## config.mk

```make
export PLATFORM = sky130hd
export DESIGN_NAME = card_dealer
export DESIGN_NICKNAME = d
export VERILOG_FILES = /design/src/rtl/card_dealer_pkg.sv /design/src/rtl/lfsr_gen.sv /design/src/rtl/card_dealer.sv
export SDC_FILE = /design/constraint.sdc
export NUM_CORES = 1
export LEC_CHECK = 0
export CAP_MARGIN = 30
export CORE_MARGIN = 2
export CORE_UTILIZATION = 55
export CTS_BUF_LIST = sky130_fd_sc_hd__clkbuf_16
export DETAILED_ROUTE_END_ITERATION = 16
export GPL_ROUTABILITY_DRIVEN = 0
export PLACE_DENSITY = 0.73
export SLEW_MARGIN = 20
export SYNTH_ARGS = -nofsm -noshare
export SYNTH_HDL_FRONTEND = slang
export SYNTH_SLANG_ARGS = --single-unit
```

## constraint.sdc

```tcl
create_clock -name CLK -period 3.3 [get_ports CLK]
set_input_delay 0.66 -clock CLK [delete_from_list [all_inputs] [get_ports CLK]]
set_output_delay 0.66 -clock CLK [all_outputs]
set_load 0.1 [all_outputs]
```

## src/rtl/card_dealer_pkg.sv

```systemverilog
// Shared types and constant helpers for the card dealer: FSM state
// encoding, maximal-length LFSR tap masks and derived-width functions.
package card_dealer_pkg;

  typedef enum logic [1:0] {
    S_LOAD,
    S_SEARCH,
    S_PRESENT,
    S_EMPTY
  } state_e;

  // Fibonacci XOR tap masks (bit n-1 set for tap n), maximal length for 8..16.
  function automatic logic [15:0] lfsr_taps(input int unsigned w);
    case (w)
      8:       return 16'h00B8;
      9:       return 16'h0110;
      10:      return 16'h0240;
      11:      return 16'h0500;
      12:      return 16'h0829;
      13:      return 16'h100D;
      14:      return 16'h2015;
      15:      return 16'h6000;
      16:      return 16'hD008;
      default: return 16'h00B8;
    endcase
  endfunction

  // Bits needed to hold values 0..n-1, never less than one.
  function automatic int unsigned width_of(input int unsigned n);
    return (n > 1) ? $clog2(n) : 1;
  endfunction

  function automatic int unsigned idx_w(input int unsigned num_cards);
    return width_of(num_cards);
  endfunction

  function automatic int unsigned rank_w(input int unsigned num_ranks);
    return width_of(num_ranks);
  endfunction

  function automatic int unsigned cnt_w(input int unsigned num_cards);
    return $clog2(num_cards + 1);
  endfunction

  function automatic int unsigned suit_w(input int unsigned num_cards,
                                         input int unsigned num_ranks);
    return width_of(num_cards / num_ranks);
  endfunction

endpackage

```

## src/rtl/lfsr_gen.sv

```systemverilog
// Free-running maximal-length Fibonacci LFSR. A zero seed is replaced by 1,
// and an all-zero state (unreachable in normal operation) is forced back to it.
module lfsr_gen
  import card_dealer_pkg::*;
#(
  parameter int unsigned        LFSR_W = 8,
  parameter logic [LFSR_W-1:0]  SEED   = LFSR_W'(8'hFF)
) (
  input  logic              CLK,
  input  logic              RST,
  output logic [LFSR_W-1:0] Q
);

  localparam logic [LFSR_W-1:0] INIT = (SEED == '0) ? LFSR_W'(1) : SEED;
  localparam logic [LFSR_W-1:0] TAPS = LFSR_W'(lfsr_taps(LFSR_W));

  logic [LFSR_W-1:0] lfsr_q, lfsr_d;

  // Shift left, feedback from the tapped bits into bit 0.
  always_comb begin
    if (lfsr_q == '0) lfsr_d = INIT;
    else              lfsr_d = {lfsr_q[LFSR_W-2:0], ^(lfsr_q & TAPS)};
  end

  // State register, advances every non-reset cycle.
  always_ff @(posedge CLK) begin
    if (RST) lfsr_q <= INIT;
    else     lfsr_q <= lfsr_d;
  end

  assign Q = lfsr_q;

endmodule

```

## src/rtl/card_dealer.sv

```systemverilog
// Deck dealer: draws cards without replacement using an LFSR start index and a
// bounded wrap-around linear probe, presented on a CARD_VLD/ACK handshake.
// Optional macro CARD_DEALER_SUIT_EN adds a registered SUIT output.
module card_dealer
  import card_dealer_pkg::*;
#(
  parameter int unsigned       NUM_CARDS = 52,
  parameter int unsigned       NUM_RANKS = 13,
  parameter int unsigned       LFSR_W    = 8,
  parameter logic [LFSR_W-1:0] SEED      = LFSR_W'(8'hFF),
  localparam int unsigned      IDX_W     = idx_w(NUM_CARDS),
  localparam int unsigned      RANK_W    = rank_w(NUM_RANKS),
  localparam int unsigned      CNT_W     = cnt_w(NUM_CARDS),
  localparam int unsigned      SUIT_W    = suit_w(NUM_CARDS, NUM_RANKS)
) (
  input  logic              CLK,
  input  logic              RST,
  input  logic              SHUFFLE,
  input  logic              ACK,
  output logic              CARD_VLD,
  output logic [RANK_W-1:0] CARD,
  output logic [CNT_W-1:0]  REMAINING,
  output logic              EMPTY
`ifdef CARD_DEALER_SUIT_EN
  ,
  output logic [SUIT_W-1:0] SUIT
`endif
);

  state_e                 state_q, state_d;
  logic [NUM_CARDS-1:0]   deck_q, deck_d;
  logic [IDX_W-1:0]       cand_q, cand_d;
  logic [RANK_W-1:0]      card_q, card_d;
  logic [CNT_W-1:0]       rem_q, rem_d;
  logic [LFSR_W-1:0]      lfsr;
  logic [IDX_W-1:0]       load_idx;
  logic                   hit;
  logic                   lfsr_unused;
  logic [RANK_W-1:0]      rank_lut [NUM_CARDS];

  lfsr_gen #(
    .LFSR_W (LFSR_W),
    .SEED   (SEED)
  ) u_lfsr (
    .CLK (CLK),
    .RST (RST),
    .Q   (lfsr)
  );

  // Upper LFSR bits only feed the recurrence inside lfsr_gen.
  assign lfsr_unused = ^(lfsr >> IDX_W);

  for (genvar i = 0; i < NUM_CARDS; i++) begin : g_rank_lut
    assign rank_lut[i] = RANK_W'(i % NUM_RANKS);
  end

`ifdef CARD_DEALER_SUIT_EN
  logic [SUIT_W-1:0] suit_q, suit_d;
  logic [SUIT_W-1:0] suit_lut [NUM_CARDS];

  for (genvar i = 0; i < NUM_CARDS; i++) begin : g_suit_lut
    assign suit_lut[i] = SUIT_W'(i / NUM_RANKS);
  end
`endif

  // Fold the raw LFSR slice into deck range; one subtraction suffices.
  always_comb begin
    load_idx = lfsr[IDX_W-1:0];
    if ({1'b0, load_idx} >= (IDX_W+1)'(NUM_CARDS))
      load_idx = load_idx - IDX_W'(NUM_CARDS);
  end

  assign hit = deck_q[cand_q];

  // FSM state register.
  always_ff @(posedge CLK) begin
    if (RST) state_q <= S_LOAD;
    else     state_q <= state_d;
  end

  // FSM next state; SHUFFLE overrides any ACK-driven transition.
  always_comb begin
    state_d = state_q;
    case (state_q)
      S_LOAD:    state_d = S_SEARCH;
      S_SEARCH:  if (hit) state_d = S_PRESENT;
      S_PRESENT: if (ACK) state_d = (rem_q != '0) ? S_LOAD : S_EMPTY;
      S_EMPTY:   state_d = S_EMPTY;
      default:   state_d = S_LOAD;
    endcase
    if (SHUFFLE) state_d = S_LOAD;
  end

  // FSM outputs decoded from state.
  always_comb begin
    CARD_VLD = (state_q == S_PRESENT);
    EMPTY    = (state_q == S_EMPTY);
  end

  // Datapath next values: candidate probe, deck bit, card and count on a hit.
  always_comb begin
    deck_d = deck_q;
    cand_d = cand_q;
    card_d = card_q;
    rem_d  = rem_q;
`ifdef CARD_DEALER_SUIT_EN
    suit_d = suit_q;
`endif
    case (state_q)
      S_LOAD: cand_d = load_idx;
      S_SEARCH: begin
        if (hit) begin
          deck_d[cand_q] = 1'b0;
          card_d         = rank_lut[cand_q];
          rem_d          = rem_q - CNT_W'(1);
`ifdef CARD_DEALER_SUIT_EN
          suit_d         = suit_lut[cand_q];
`endif
        end else begin
          cand_d = (cand_q == IDX_W'(NUM_CARDS - 1)) ? '0 : cand_q + IDX_W'(1);
        end
      end
      default: ;
    endcase
    if (SHUFFLE) begin
      deck_d = '1;
      rem_d  = CNT_W'(NUM_CARDS);
    end
  end

  // Datapath registers.
  always_ff @(posedge CLK) begin
    if (RST) begin
      deck_q <= '1;
      cand_q <= '0;
      card_q <= '0;
      rem_q  <= CNT_W'(NUM_CARDS);
    end else begin
      deck_q <= deck_d;
      cand_q <= cand_d;
      card_q <= card_d;
      rem_q  <= rem_d;
    end
  end

`ifdef CARD_DEALER_SUIT_EN
  // Suit register, updated alongside CARD.
  always_ff @(posedge CLK) begin
    if (RST) suit_q <= '0;
    else     suit_q <= suit_d;
  end

  assign SUIT = suit_q;
`endif

  assign CARD      = card_q;
  assign REMAINING = rem_q;

endmodule
```

---- Yosys cells after proc, flatten, opt, wreduce, memory -nomap -nowiden ----
Memories as Yosys holds them, arrays and structs flattened. A register that Yosys moved wholly into a read port is not among the register bits.
Index checks and enable logic that the tools add are counted.
operators by class
  add/subtract/negate cells ............... 3
  $lt $le $gt $ge ......................... 3
  eq/ne operators ......................... 7
  muxes and demuxes ....................... 12
  bitwise logic cells ..................... 3
  reduce and logical (&&, ||, !) cells .... 11
operators by type and width
  kind                                                                count
  bitwise AND 52 bit                                                  1
  NOT 52 bit                                                          1
  two-way mux 6 bit                                                   3
  one-hot mux 6 bit (2 select lines)                                  1
  logical NOT 8 bit                                                   1
  one-hot mux 2 bit (4 select lines)                                  1
  parity 8 bit                                                        1
  less-than comparator 6 x 7 -> 1 bit (second input constant)         1
  NOT 6 -> 7 bit                                                      1
  adder 6 x 1 -> 6 bit (second input constant)                        1
  binary-select mux 1 bit (select 6 bit)                              1
  demux 1 bit (select 6 bit)                                          1
  == test 6 bit (second input constant)                               1
  greater-or-equal comparator 6 x 1 -> 1 bit (second input constant)  1
  greater-or-equal comparator 6 bit (second input constant)           1
  two-way mux 2 bit                                                   3
  inequality test 2 bit (second input constant)                       3
  AND reduction 2 bit                                                 3
  nonzero test 6 bit                                                  1
  subtractor 6 x 1 -> 6 bit (second input constant)                   1
  subtractor 6 bit (second input constant)                            1
  == test 2 bit (second input constant)                               2
  OR reduction 2 bit                                                  2
  == test 2 x 1 -> 1 bit (second input constant)                      1
  4 further kinds                                                     5
word-level totals
  bits in registers ....................... 74
  memory bits (read-only) ................. 256
  input bits .............................. 4
  output and inout bits ................... 12
  memories ................................ 1
memories
  memory           depth  bits a word  read ports  clocked after memory_dff  write ports  RTL line            RTL
  (no name shown)  64     4            1           1                         0            card_dealer.sv:114  card_d = rank_lut[cand_q];

---- Logic depth before layout (Yosys ltp) ----
  word-level depth ........................ 6
  gate-level depth with buffers ........... 12
  gate-level depth less buffers ........... 9

---- Cells and area by module ----
Synthesis repeated with hierarchy kept, for this count alone.
second synthesis, totals
  cells, all modules ...................... 486
  area total of the unflattened synthesis .. 4164.0 um^2
modules (own cells, without submodules)
  module       times used  cells an instance  area each (um^2)
  card_dealer  1           456                3839.9
  lfsr_gen     1           30                 324.1

---- Least setup slack after synthesis ----
No wires, ideal clock.
  path type ............................... flip-flop to output port
  start ................................... reg state_q[1]
  end ..................................... out CARD_VLD
  arrival ................................. 1.790 ns
  required time ........................... 2.640 ns
  slack ................................... 0.850 ns
  stages on the path, launching flop included .. 3
  path buffers ............................ 0
  cell sequence ........................... dfxtp_1 -> inv_1 -> nor2_1
between the ends
  longest elaborated chain between the ends .. 1
RTL lines
  element                   RTL line           RTL
  start: declaration        card_dealer.sv:30  state_e state_q, state_d;
  start signal: assignment  card_dealer.sv:78  else state_q <= state_d;
  == test 2 bit             card_dealer.sv:96  CARD_VLD = (state_q == S_PRESENT);
  end: declaration          card_dealer.sv:20  output logic CARD_VLD,
No other way between the ends.

---- Worst setup path in the final report ----
  start ................................... reg cand_q[2]
  end ..................................... reg cand_q[4]
between the ends
  longest elaborated chain between the ends .. 4
RTL lines
  element                                                                              RTL line                               RTL
  start: declaration                                                                   card_dealer.sv:32                      logic [IDX_W-1:0] cand_q, cand_d;
  start signal: assignment                                                             card_dealer.sv:140                     cand_q <= cand_d;
  binary-select mux 1 bit (select 6 bit), or another cell as far along                 card_dealer.sv:73                      assign hit = deck_q[cand_q];
  two-way mux 1 bit (implied by the code) or two-way mux 6 bit (tied branches)         card_dealer.sv:73, card_dealer.sv:120
  inequality test 2 bit (no line) or two-way mux 6 bit (tied branches)                 n/a
  AND reduction 2 bit (no line) or one-hot mux 6 bit (2 select lines) (tied branches)  n/a
Several ways; a longest one is shown, not always the timed one. The select of a mux whose other input is x is not followed.
A chain may end at the register's enable or synchronous reset.

==> impl_metrics.ini <==
[worst_setup_path]
start_kind = flop
critical_path_arrival_ps = 3140
path_class = reg -> reg
worstSetupEndpointType = flop
critPathSlowestCell = dfxtp_1
cp_max_fo = 12
timing.rr.start = cand_q[2]
cp_top_family = simple AND/OR/NAND/NOR gates
crit_required_ps = 3520
ff2ff_setup_slack_ps = 380
r2r-end = cand_q[4]
cp_num_buf_inv = 1
worst-r2r-cell-count = 7
slowest_delay_ps = 720
path_cells = inv_1, a31oi_1, a2bb2oi_1, nand3_1, nor3_1, a21o_1, o31ai_1
startpoint = cand_q[2]

[sta]
finalCriticalPeriod_ps = 2920
slew_violations = 0
tightest_slew_ps = 767
whs_ps = 451
skew_ps = 8.95
rsz0062_at_grt = no
max-slew-margin-rel_pct = 48.5
period_share_pct = 88.6
hold_viol = 0
setup_viol = 0
tns_ps = 0
fmax_mhz = 342
finalWorstSetupSlack_ps = 376

[finish]
seqCellArea_um2 = 1560
antennaDiodeCount = 0
num-nets-final = 493
area_delta_synth_final_pct = 14.5
drive_gt1_share_pct = 12.9
fillers = 585
multi_input_area_um2 = 2180

[drt]
drtIter0Drc = 307
vias = 3560
first_pass_iters = 5
wl_per_cell_um = 17.9
route.detailed.drc = 0
viasPerCell = 6.16
routed_wl_um = 10300
ant_nets = 0

[yosys]
yosysTopAreaCellShare_pct = 39.3
synth_edf_count = 0
netlist_area_um2 = 3970
synth-seq-area-share_pct = 39.3
synthCells = 466
synth.distinct_cells = 60
async_reset_ff_share_pct = 0
synthFlopType = dfxtp_1
ys_top_cells_by_count = nand2_1, dfxtp_1, o31ai_1
synth.most_common_cell = nand2_1
syn_area_per_cell_um2 = 8.52
synth_warnings = 0
syn-num-nets = 482
ys_ff_latch = 78
yosysTopAreaCell = dfxtp_1
synth_top_cells_by_area = dfxtp_1, o31ai_1, nand2_1

[clocking]
clkLatencyLatePin_ps = 340
cts-buffers-inserted = 9
cts-root-buf = clkbuf_16
clk_path_buf_depth = 2
clk_pin_slew_ps = 60
holdBufCountCts = 0
clock_sinks = 78
post_cts_buffers = 0
htree_levels = 3
cts_tree = built
ctsResizeCount = 0

[die]
num_rows = 30
pin_count = 16
dieArea_um2 = 7910
coreArea_um2 = 6910
start_util_pct = 57.5
fp.dieW_um = 89.0
die_y_um = 89.0

[min_path]
min_from = u_lfsr.Q[6]
hold_class = reg -> reg
min_path_cells = 1
hold-path-endpoint = u_lfsr.Q[7]

[power]
p_leak_uw = 0.00165
max-vdd-ir-drop_uv = 413
pwr_density_cell_nw_per_um2 = 579

[placement]
pre_cts_ws_ps = 444
dpl.hpwl_um = 7000
io_buffers = 15

[global_routing]
first_global_vias = 3399
antenna_found_initial = 0
grt_pass1_wl_um = 17200
grt_max_degree = 31
grt_usage_pct = 28.3
grt_overflow_total = 0

[job]
maxCapViolCount = 0

[status]
status = complete, no violations
-- logic make-up after synthesis --
logic type,after synthesis,synth area share [%]
xor gates and xnor gates,6,1.32
buffers and inverters,49,5.89
muxes,20,5.61
and+or+nand+nor,159,18.2
AOI/OAI and AO/OA,142,25.9
DFF,78,39.3
adders and majority gates,12,3.78
-- how the worst max path moves through the flow --
stage / to / cells after the start
after global routing: REMAINING[5] / 7
final: cand_q[4] / 7
after floorplan: CARD_VLD / 2
after CTS: deck_q[47] / 9
after detailed placement: deck_q[47] / 9
after global placement: deck_q[47] / 8
-- area by class of cell --
| type | instances | share of cell area (%) |
|---|---|---|
| clock buffer | 9 | 4.96 |
| clock inverter | 7 | 2.26 |
| inverter | 16 | 1.32 |
| multi-input combinational | 339 | 48.0 |
| sequential | 78 | 34.4 |
| tap | 96 | 2.64 |
| timing repair buffer | 33 | 6.44 |
-- worst reg2reg max path, delay by kind of cell, from the launching register on --
kind | cells | cell delay, ps
and+or+nand+nor | 2 | 910
AOI/OAI and AO/OA | 4 | 750
DFF | 1 | 720
buffers and inverters | 1 | 420
-- power breakdown --
group	total, uW	leakage [uW]	internal [uW]	switching (uW)
clock network	1100	0.000163	675	429
registers	997	0.000634	963	34.1
logic	532	0.000852	170	361
-- cells in the final DEF (no fill, tap or decap), types with 3 or more instances in the layout --
cell type         n
a22oi_1           4
a211oi_1          8
ha_1             12
mux2i_1          11
clkdlybuf4s50_1   3
inv_1            14
clkbuf_16         9
o31ai_1          52
nor2_1           22
a31oi_1           3
a221oi_1          6
nand2_1          85
o21ai_0          16
buf_12            3
nor2b_1           5
a2bb2oi_1         3
xnor2_1           6
o22ai_1           3
inv_6             3
nor3_1            7
a21oi_1          25
or3_1             7
mux2_2            6
nand3_1           9
dfxtp_1          78
buf_4            27
nand2b_1          6
-- per-stage QoR --
stage	util, %	power [uW]	instances	cell area [um^2]
3_3_place_gp	61.1	1530	562	4220
5_1_grt	65.8	2730	578	4540
6_report	65.8	2630	578	4540
3_5_place_dp	61.1	1540	562	4220
4_1_cts	65.8	2630	578	4540
2_1_floorplan	-	1400	466	3970
-- per-layer routing --
metal	part of all wire, %	vias to the layer above	GRT usage (%)
li1	-	1715	-
met1	45	1722	39.2
met2	47	105	44.0
met3	4.9	18	4.71
met4	2.2	0	11.8
met5	0	-	0
-- sequential cells by signal (all words and copies together) (netlist names) --
signal and count:
u_lfsr.Q 8, cand_q 6, deck_q 52, CARD 4, REMAINING 6, state_q 2
No activity file was read; power rests on OpenSTA's default activity.
